--- src/rtl/mem_sequencer.sv ---
// mem_sequencer: loads a run of operand pairs into the dual-bank memory stage and replays them as mirrored reads
module mem_sequencer (
  input  logic       clk,
  input  logic       reset,
  input  logic       start,
  input  logic [4:0] load_len,
  input  logic       in_valid,
  output logic       in_ready,
  input  logic [7:0] in_a,
  input  logic [7:0] in_b,
  output logic       mem_rw,
  output logic [3:0] mem_addr_a,
  output logic [3:0] mem_addr_b,
  output logic [7:0] mem_a,
  output logic [7:0] mem_b,
  output logic       out_valid,
  output logic [3:0] out_index,
  output logic       busy,
  output logic       done
);
  typedef enum logic [2:0] {IDLE, LOAD, SCAN, DRAIN, DONE} state_t;
  state_t state, state_nx;
  logic [4:0] len, len_in;
  logic [3:0] wr_ptr, rd_ptr, p_addr_a, p_addr_b;
  logic [7:0] p_a, p_b;
  logic hs, wr_last, rd_last, p_wr, p_rd, p_done, rd_q;
  assign len_in  = load_len > 5'd16 ? 5'd16 : load_len;
  assign hs      = state == LOAD && in_valid && in_ready;
  assign wr_last = {1'b0, wr_ptr} == len - 5'd1;
  assign rd_last = {1'b0, rd_ptr} == len - 5'd1;
  // next-state selection
  always_comb begin
    state_nx = state;
    case (state)
      IDLE:    state_nx = start ? (len_in == 5'd0 ? DONE : LOAD) : IDLE;
      LOAD:    state_nx = hs && wr_last ? SCAN : LOAD;
      SCAN:    state_nx = rd_last ? DRAIN : SCAN;
      DRAIN:   state_nx = DONE;
      DONE:    state_nx = IDLE;
      default: state_nx = IDLE;
    endcase
  end
  // state register
  always_ff @(posedge clk or posedge reset) begin
    if (reset) state <= IDLE;
    else state <= state_nx;
  end
  // run bookkeeping and the decided memory operation, staged one cycle ahead of the outputs
  always_ff @(posedge clk or posedge reset) begin
    if (reset) begin
      len      <= '0;
      wr_ptr   <= '0;
      rd_ptr   <= '0;
      in_ready <= 1'b0;
      p_wr     <= 1'b0;
      p_rd     <= 1'b0;
      p_done   <= 1'b0;
      p_addr_a <= '0;
      p_addr_b <= '0;
      p_a      <= '0;
      p_b      <= '0;
    end else begin
      p_wr     <= hs;
      p_rd     <= state == SCAN;
      p_done   <= state == DONE;
      in_ready <= state == LOAD && !(hs && wr_last);
      if (state == IDLE && start) begin
        len    <= len_in;
        wr_ptr <= '0;
      end
      if (hs) begin
        p_addr_a <= wr_ptr;
        p_addr_b <= wr_ptr;
        p_a      <= in_a;
        p_b      <= in_b;
        wr_ptr   <= wr_ptr + 4'd1;
        if (wr_last) rd_ptr <= '0;
      end
      if (state == SCAN) begin
        p_addr_a <= rd_ptr;
        p_addr_b <= len[3:0] - 4'd1 - rd_ptr;
        rd_ptr   <= rd_ptr + 4'd1;
      end
    end
  end
  // registered memory-side outputs plus read-return alignment
  always_ff @(posedge clk or posedge reset) begin
    if (reset) begin
      mem_rw     <= 1'b0;
      mem_addr_a <= '0;
      mem_addr_b <= '0;
      mem_a      <= '0;
      mem_b      <= '0;
      rd_q       <= 1'b0;
      out_valid  <= 1'b0;
      out_index  <= '0;
      busy       <= 1'b0;
      done       <= 1'b0;
    end else begin
      mem_rw     <= p_wr;
      mem_addr_a <= p_addr_a;
      mem_addr_b <= p_addr_b;
      mem_a      <= p_a;
      mem_b      <= p_b;
      rd_q       <= p_rd;
      out_valid  <= rd_q;
      out_index  <= rd_q ? mem_addr_a : out_index;
      busy       <= state != IDLE || p_done;
      done       <= p_done;
    end
  end
endmodule

--- config.mk ---
export PLATFORM = sky130hd
export DESIGN_NAME = mem_sequencer
export DESIGN_NICKNAME = d
export VERILOG_FILES = /design/src/rtl/mem_sequencer.sv
export SDC_FILE = /design/constraint.sdc
export NUM_CORES = 1
export LEC_CHECK = 0
export ABC_AREA = 0
export CORE_AREA = 2 2 92 103
export CTS_CLUSTER_DIAMETER = 40
export DETAILED_ROUTE_END_ITERATION = 8
export DIE_AREA = 0 0 94 105
export PLACE_DENSITY = 0.58
export SYNTH_ARGS = -nofsm -noshare
export SYNTH_HDL_FRONTEND = slang
export SYNTH_SLANG_ARGS = --single-unit
--- constraint.sdc ---
create_clock -name clk -period 3 [get_ports clk]
set_clock_uncertainty 0.05 [all_clocks]
set_input_delay 0.6 -clock clk [delete_from_list [all_inputs] [get_ports clk]]
set_output_delay 0.6 -clock clk [all_outputs]
set_load 0.1 [all_outputs]
==> results.py, run 1 <==
metrics = {
    "outcome": {
        "result_of_the_run": "complete, no violations",
    },
    "route": {
        "via_per_inst": 4.56,
        "drt.antenna.violating_nets": 0,
        "wl_per_cell_um": 13.9,
        "postRouteWirelength_mm": 5.53,
        "drtIter0Drc": 67,
        "drc": 0,
        "num_vias": 1813,
        "drt_pass1_iterations": 4,
    },
    "clock_tree": {
        "clock_tree_from_tritoncts": "yes",
        "postCtsSetupRepairBufs": 0,
        "cts.clk_slew.worst_paths_ns": 0.07,
        "cts-buffers-inserted": 9,
        "clock-root-buffer": "clkbuf_8",
        "cts.hold.buffers_added": 0,
        "cts_repair_resize_count": 0,
        "worstSkewPairLatency_ns": 0.34,
        "cts_sinks": 77,
        "cts-htree-levels": 3,
        "clock_tree.buffer_depth": 2,
    },
    "placed_design": {
        "portBuffers": 57,
        "routabilityCongestion": 0.776,
        "detailed_place_hpwl_mm": 3.88,
    },
    "critical_path": {
        "timing.critical_path.fanout_max": 18,
        "timing.critical_path.cells": "or3b_1, nor2_4, buf_12, mux2_2",
        "required_ns": 3.18,
        "crit_path_end_kind": "flip-flop",
        "cpLargestDelayFamily": "simple AND/OR/NAND/NOR gates",
        "timing.critical_path.from_type": "flip-flop",
        "critPathKind": "reg -> reg",
        "timing.critical_path.arrival_ns": 2.27,
        "critical_path.n_buffers_inverters": 1,
        "cpPeakStageDelay_ns": 0.52,
        "cpMaxStageDelayCell": "or3b_1",
    },
    "yosys": {
        "synth_top_flop_cell": "dfrtp_1",
        "synth.cell_area_um2": 3000,
        "synth.yosys.seq_area_share_pct": 64.2,
        "yosys.area.top_type_share_pct": 64.2,
        "share_of_flip_flops_with_an_asynchronous_set_or_reset_pct": 100,
        "yosys.area.top_type": "dfrtp_1",
        "number_of_flops_mapped_to_enable_cells_by_yosys": 0,
        "synthTopCellsByArea": "dfrtp_1, mux2_2, mux2i_1, xnor2_1, ha_1",
        "synthesis.yosys.warnings": 0,
        "synth_seq_cells": 77,
        "synth_instances": 217,
        "syn_area_per_cell_um2": 13.8,
        "synth_nets": 249,
        "post-synth-top-count-cell": "dfrtp_1",
        "top_post_synthesis_cells_by_count": "dfrtp_1, mux2_2, nand2_1",
        "synth_cell_types": 44,
    },
    "sta": {
        "setup_viol": 0,
        "layout_worst_path_cycle_share_pct": 69.6,
        "slew_headroom_pct": 70.4,
        "tightestPinTransition_ns": 0.444,
        "finalMaxSlewViolations": 0,
        "final-hold-violation-count": 0,
        "setup_repair_after_global_routing_missed_its_margin": "false",
        "max_freq_mhz": 479,
        "period_needed_ns": 2.09,
        "final.setup.tns_ns": 0,
    },
    "grt": {
        "antenna_violations_before_repair": 0,
        "globalRoute.totalOverflow": 0,
        "grt_start_max_net_pins": 78,
        "number_of_global_route_vias_before_repair": 1868,
        "grt_pass1_wl_mm": 9.13,
        "track_usage_pct": 12.2,
    },
    "floorplan": {
        "fp.dieH_um": 105,
        "core-area_um2": 8780,
        "floorplan_die_area_um2": 9870,
        "io_pins": 58,
        "initial_core_util_pct": 34.2,
        "fp.dieW_um": 94,
        "core.rowCount": 36,
    },
    "worst_hold_path": {
        "timing.hold.worst.class": "reg -> reg",
    },
    "final_layout": {
        "area.growth.synth_to_final_pct": 27.0,
        "final_layout_size_suffix_gt1_share_pct": 26.8,
        "final_nets": 312,
        "diodes": 0,
    },
    "run": {
        "max_cap_violations": 0,
    },
}
[state kept, by name, indices dropped and copies added, names as in the netlist, 4 cells and up]
signal	count
len	5
mem_a	8
mem_addr_a	4
mem_addr_b	4
mem_b	8
out_index	4
p_a	8
p_addr_a	4
p_addr_b	4
p_b	8
rd_ptr	4
wr_ptr	4
[stage by stage]
step / instance area [um^2] / utilization [%] / hold WS [ns] / setup WS [ns] / instances
4_1_cts: 3810 / 43.4 / 0.304 / 0.869 / 398
5_1_grt: 3810 / 43.4 / 0.314 / 0.806 / 398
3_3_place_gp: 3620 / 41.2 / 0.283 / 0.650 / 383
6_report: 3810 / 43.4 / 0.297 / 0.912 / 398
2_1_floorplan: 3000 / - / 0.281 / 0.383 / 217
3_5_place_dp: 3620 / 41.2 / 0.285 / 0.614 / 383
[path summary, 6_finish.rpt]
path	from	endpoint	slack [ns]	depth (start not counted)
worst max-delay path	state[2]	p_a[2]	0.91	4
max in group asynchronous	reset	len[1]	1.96	3
worst min-delay path	p_rd	rd_q	0.30	0
min in group asynchronous	reset	mem_b[6]	0.60	3
worst max register to register	state[2]	p_a[2]	0.91	4
worst min register to register	p_rd	rd_q	0.30	0
[worst reg2reg max path: stages (launching register included)]
cell and delay [ns]:
dfrtp_1 0.43, or3b_1 0.52, nor2_4 0.40, buf_12 0.24, mux2_2 0.35
[layer usage]
metal  track usage (%)  share of wire (%)
met1              15.1                 45
met2              18.7                 47
met3              4.25                5.4
met4              6.31                2.4
met5                 0                  0
[cell usage in the layout (no fill, tap or decap), types with 3 or more instances in the layout]
master	n
a21oi_1	4
inv_1	7
mux2_2	21
buf_4	34
clkdlybuf4s50_1	24
nand2b_1	3
xor2_1	5
o21ai_0	12
nand2_1	14
nor3_1	3
ha_1	6
xnor2_1	10
nor2_1	5
clkbuf_8	14
dfrtp_1	77
mux2i_1	9
[area by class of cell]
cell class / count / area, um^2
fillers: 823 / 4970
flip-flops and latches: 77 / 1930
multi-input cells: 124 / 981
repair buffers: 60 / 536
clock buffers: 15 / 196
well taps: 114 / 143
inverters: 8 / 30.0
[cell families after synthesis]
group                    synth area share (%)
adder cells (fa/ha/maj)                  3.17
AO/OA/AOI/OAI                            5.83
buffers and inverters                    3.17
flip-flops                               64.2
multiplexers                             10.9
AND/OR/NAND/NOR                          8.42
XOR/XNOR                                 4.37
Power of run 1 is not shown: default switching activity piles up to over one toggle a cycle in this logic, so the estimate is an artifact.
==> inputs of run 2 (changes only) <==
--- a/config.mk
+++ b/config.mk
@@ -10,7 +10,7 @@
 export CTS_CLUSTER_DIAMETER = 40
 export DETAILED_ROUTE_END_ITERATION = 8
 export DIE_AREA = 0 0 94 105
-export PLACE_DENSITY = 0.58
+export PLACE_DENSITY = 0.6
 export SYNTH_ARGS = -nofsm -noshare
 export SYNTH_HDL_FRONTEND = slang
 export SYNTH_SLANG_ARGS = --single-unit
==> constraint.sdc (replaced) <==
create_clock -name clk -period 1.7 [get_ports clk]
set_clock_uncertainty 0.05 [all_clocks]
set_input_delay 0.34 -clock clk [delete_from_list [all_inputs] [get_ports clk]]
set_output_delay 0.34 -clock clk [all_outputs]
set_load 0.1 [all_outputs]
==> results.py, run 2 (synthesis gave the netlist of run 1 again) <==
metrics = {
    "outcome": {
        "result_of_the_run": "finished with violations",
        "violated_checks": "negative setup slack",
    },
    "grt": {
        "antenna_violations_before_repair": 0,
        "track_usage_pct": 13.5,
        "grt_pass1_wl_mm": 10.2,
        "number_of_global_route_vias_before_repair": 2089,
        "grt_start_max_net_pins": 27,
        "globalRoute.totalOverflow": 0,
    },
    "floorplan": {
        "io_pins": 58,
        "core.rowCount": 36,
        "fp.dieH_um": 105,
        "floorplan_die_area_um2": 9870,
        "fp.dieW_um": 94,
        "core-area_um2": 8780,
        "initial_core_util_pct": 34.2,
    },
    "clock_tree": {
        "cts_sinks": 77,
        "worstSkewPairLatency_ns": 0.35,
        "clock-root-buffer": "clkbuf_8",
        "cts.hold.buffers_added": 0,
        "clock_tree.buffer_depth": 2,
        "cts.clk_slew.worst_paths_ns": 0.08,
        "cts-htree-levels": 3,
        "clock_tree_from_tritoncts": "yes",
        "cts-buffers-inserted": 9,
    },
    "route": {
        "postRouteWirelength_mm": 6.07,
        "num_vias": 1975,
        "drtIter0Drc": 65,
        "drt_pass1_iterations": 4,
        "drt.antenna.violating_nets": 0,
        "via_per_inst": 4.57,
        "wl_per_cell_um": 14.1,
        "drc": 0,
    },
    "sta": {
        "final-hold-violation-count": 0,
        "layout_worst_path_cycle_share_pct": 102,
        "finalMaxSlewViolations": 0,
        "setup_viol": 11,
        "tightestPinTransition_ns": 0.374,
        "period_needed_ns": 1.74,
        "slew_headroom_pct": 74.7,
        "max_freq_mhz": 575,
        "postLayoutSetupSlackWorst_ns": -0.0391,
        "setup_repair_after_global_routing_missed_its_margin": "true",
    },
    "placed_design": {
        "detailed_place_hpwl_mm": 4.53,
        "placed_cells": 415,
        "detailedPlace.worstSlack_ns": -0.227,
        "routabilityCongestion": 0.813,
        "portBuffers": 57,
    },
    "final_layout": {
        "final_nets": 345,
        "most-common-layout-cells": "dfrtp_1, buf_12, buf_4",
        "final_layout_size_suffix_gt1_share_pct": 38.7,
        "diodes": 0,
        "area.growth.synth_to_final_pct": 56.3,
        "final_common_cell": "dfrtp_1",
        "finish.cell_count_without_fillers": 432,
    },
    "run": {
        "max_cap_violations": 0,
    },
    "critical_path": {
        "timing.critical_path.arrival_ns": 1.92,
        "cpPeakStageDelay_ns": 0.45,
        "timing.critical_path.from_type": "flip-flop",
        "required_ns": 1.88,
        "cpMaxStageDelayCell": "or3b_4",
        "cpLargestDelayFamily": "simple AND/OR/NAND/NOR gates",
        "timing.critical_path.cells": "or3b_4, nor4_4, and4_4, buf_6, o21bai_1",
        "crit_path_end_kind": "flip-flop",
        "critPathKind": "reg -> reg",
        "timing.critical_path.fanout_max": 5,
        "critical_path.n_buffers_inverters": 1,
    },
    "worst_hold_path": {
        "timing.hold.worst.class": "in -> async",
    },
}
run 2: worst paths after layout:
path | slack (ns) | cells after the start | start | end
worst max-delay path | -0.04 | 5 | state[1] | rd_ptr[0]
worst min-delay path | 0.27 | 2 | reset | p_b[0]
worst max register to register | -0.04 | 5 | state[1] | rd_ptr[0]
worst min register to register | 0.30 | 0 | p_wr | mem_rw
max in group asynchronous | 0.88 | 3 | reset | mem_addr_b[0]
min in group clk | 0.30 | 0 | p_wr | mem_rw
run 2: final cells by class:
| class | count | area, um^2 |
|---|---|---|
| Clock buffer | 11 | 151 |
| Clock inverter | 5 | 82.6 |
| Tap cell | 114 | 143 |
| Sequential cell | 77 | 1930 |
| Timing Repair Buffer | 93 | 1240 |
| Multi-Input combinational cell | 124 | 1110 |
| Inverter | 8 | 33.8 |
| Fill cell | 763 | 4090 |
run 2: repair_timing:
| item | in CTS | in global routing |
|---|---|---|
| pin swaps | 2 | 5 |
| setup endpoints to repair | 25 | 14 |
| buffers inserted | 1 | 0 |
| resized for setup | 11 | 23 |
run 2: worst register-to-register path, delay by kind of cell (launching register included):
kind | cells | cell delay, ns
AND/OR/NAND/NOR | 3 | 0.99
AO/OA/AOI/OAI | 1 | 0.06
buffers and inverters | 1 | 0.12
flip-flops | 1 | 0.40
run 2: metal layers:
layer  routed length (um)  up-vias  GRT usage (%)  part of all wire (%)
li1                     -      938              -                     -
met1                 2560      969           15.9                    42
met2                 3040       56           21.9                    50
met3                  335       12           4.90                   5.5
met4                  133        0           5.49                   2.2
met5                    0        -              0                     0
run 2: per-stage QoR:
stage          hold WS (ns)  TNS, ns  util (%)  area (um^2)
3_3_place_gp          0.284    -2.77      49.2         4320
2_1_floorplan         0.281   -0.157         -         3020
5_1_grt               0.286   -0.974      53.4         4690
6_report              0.274   -0.212      53.4         4690
4_1_cts               0.264  -0.0506      52.5         4610
3_5_place_dp          0.288    -3.64      49.2         4320
Power of run 2 is left out for the same reason.
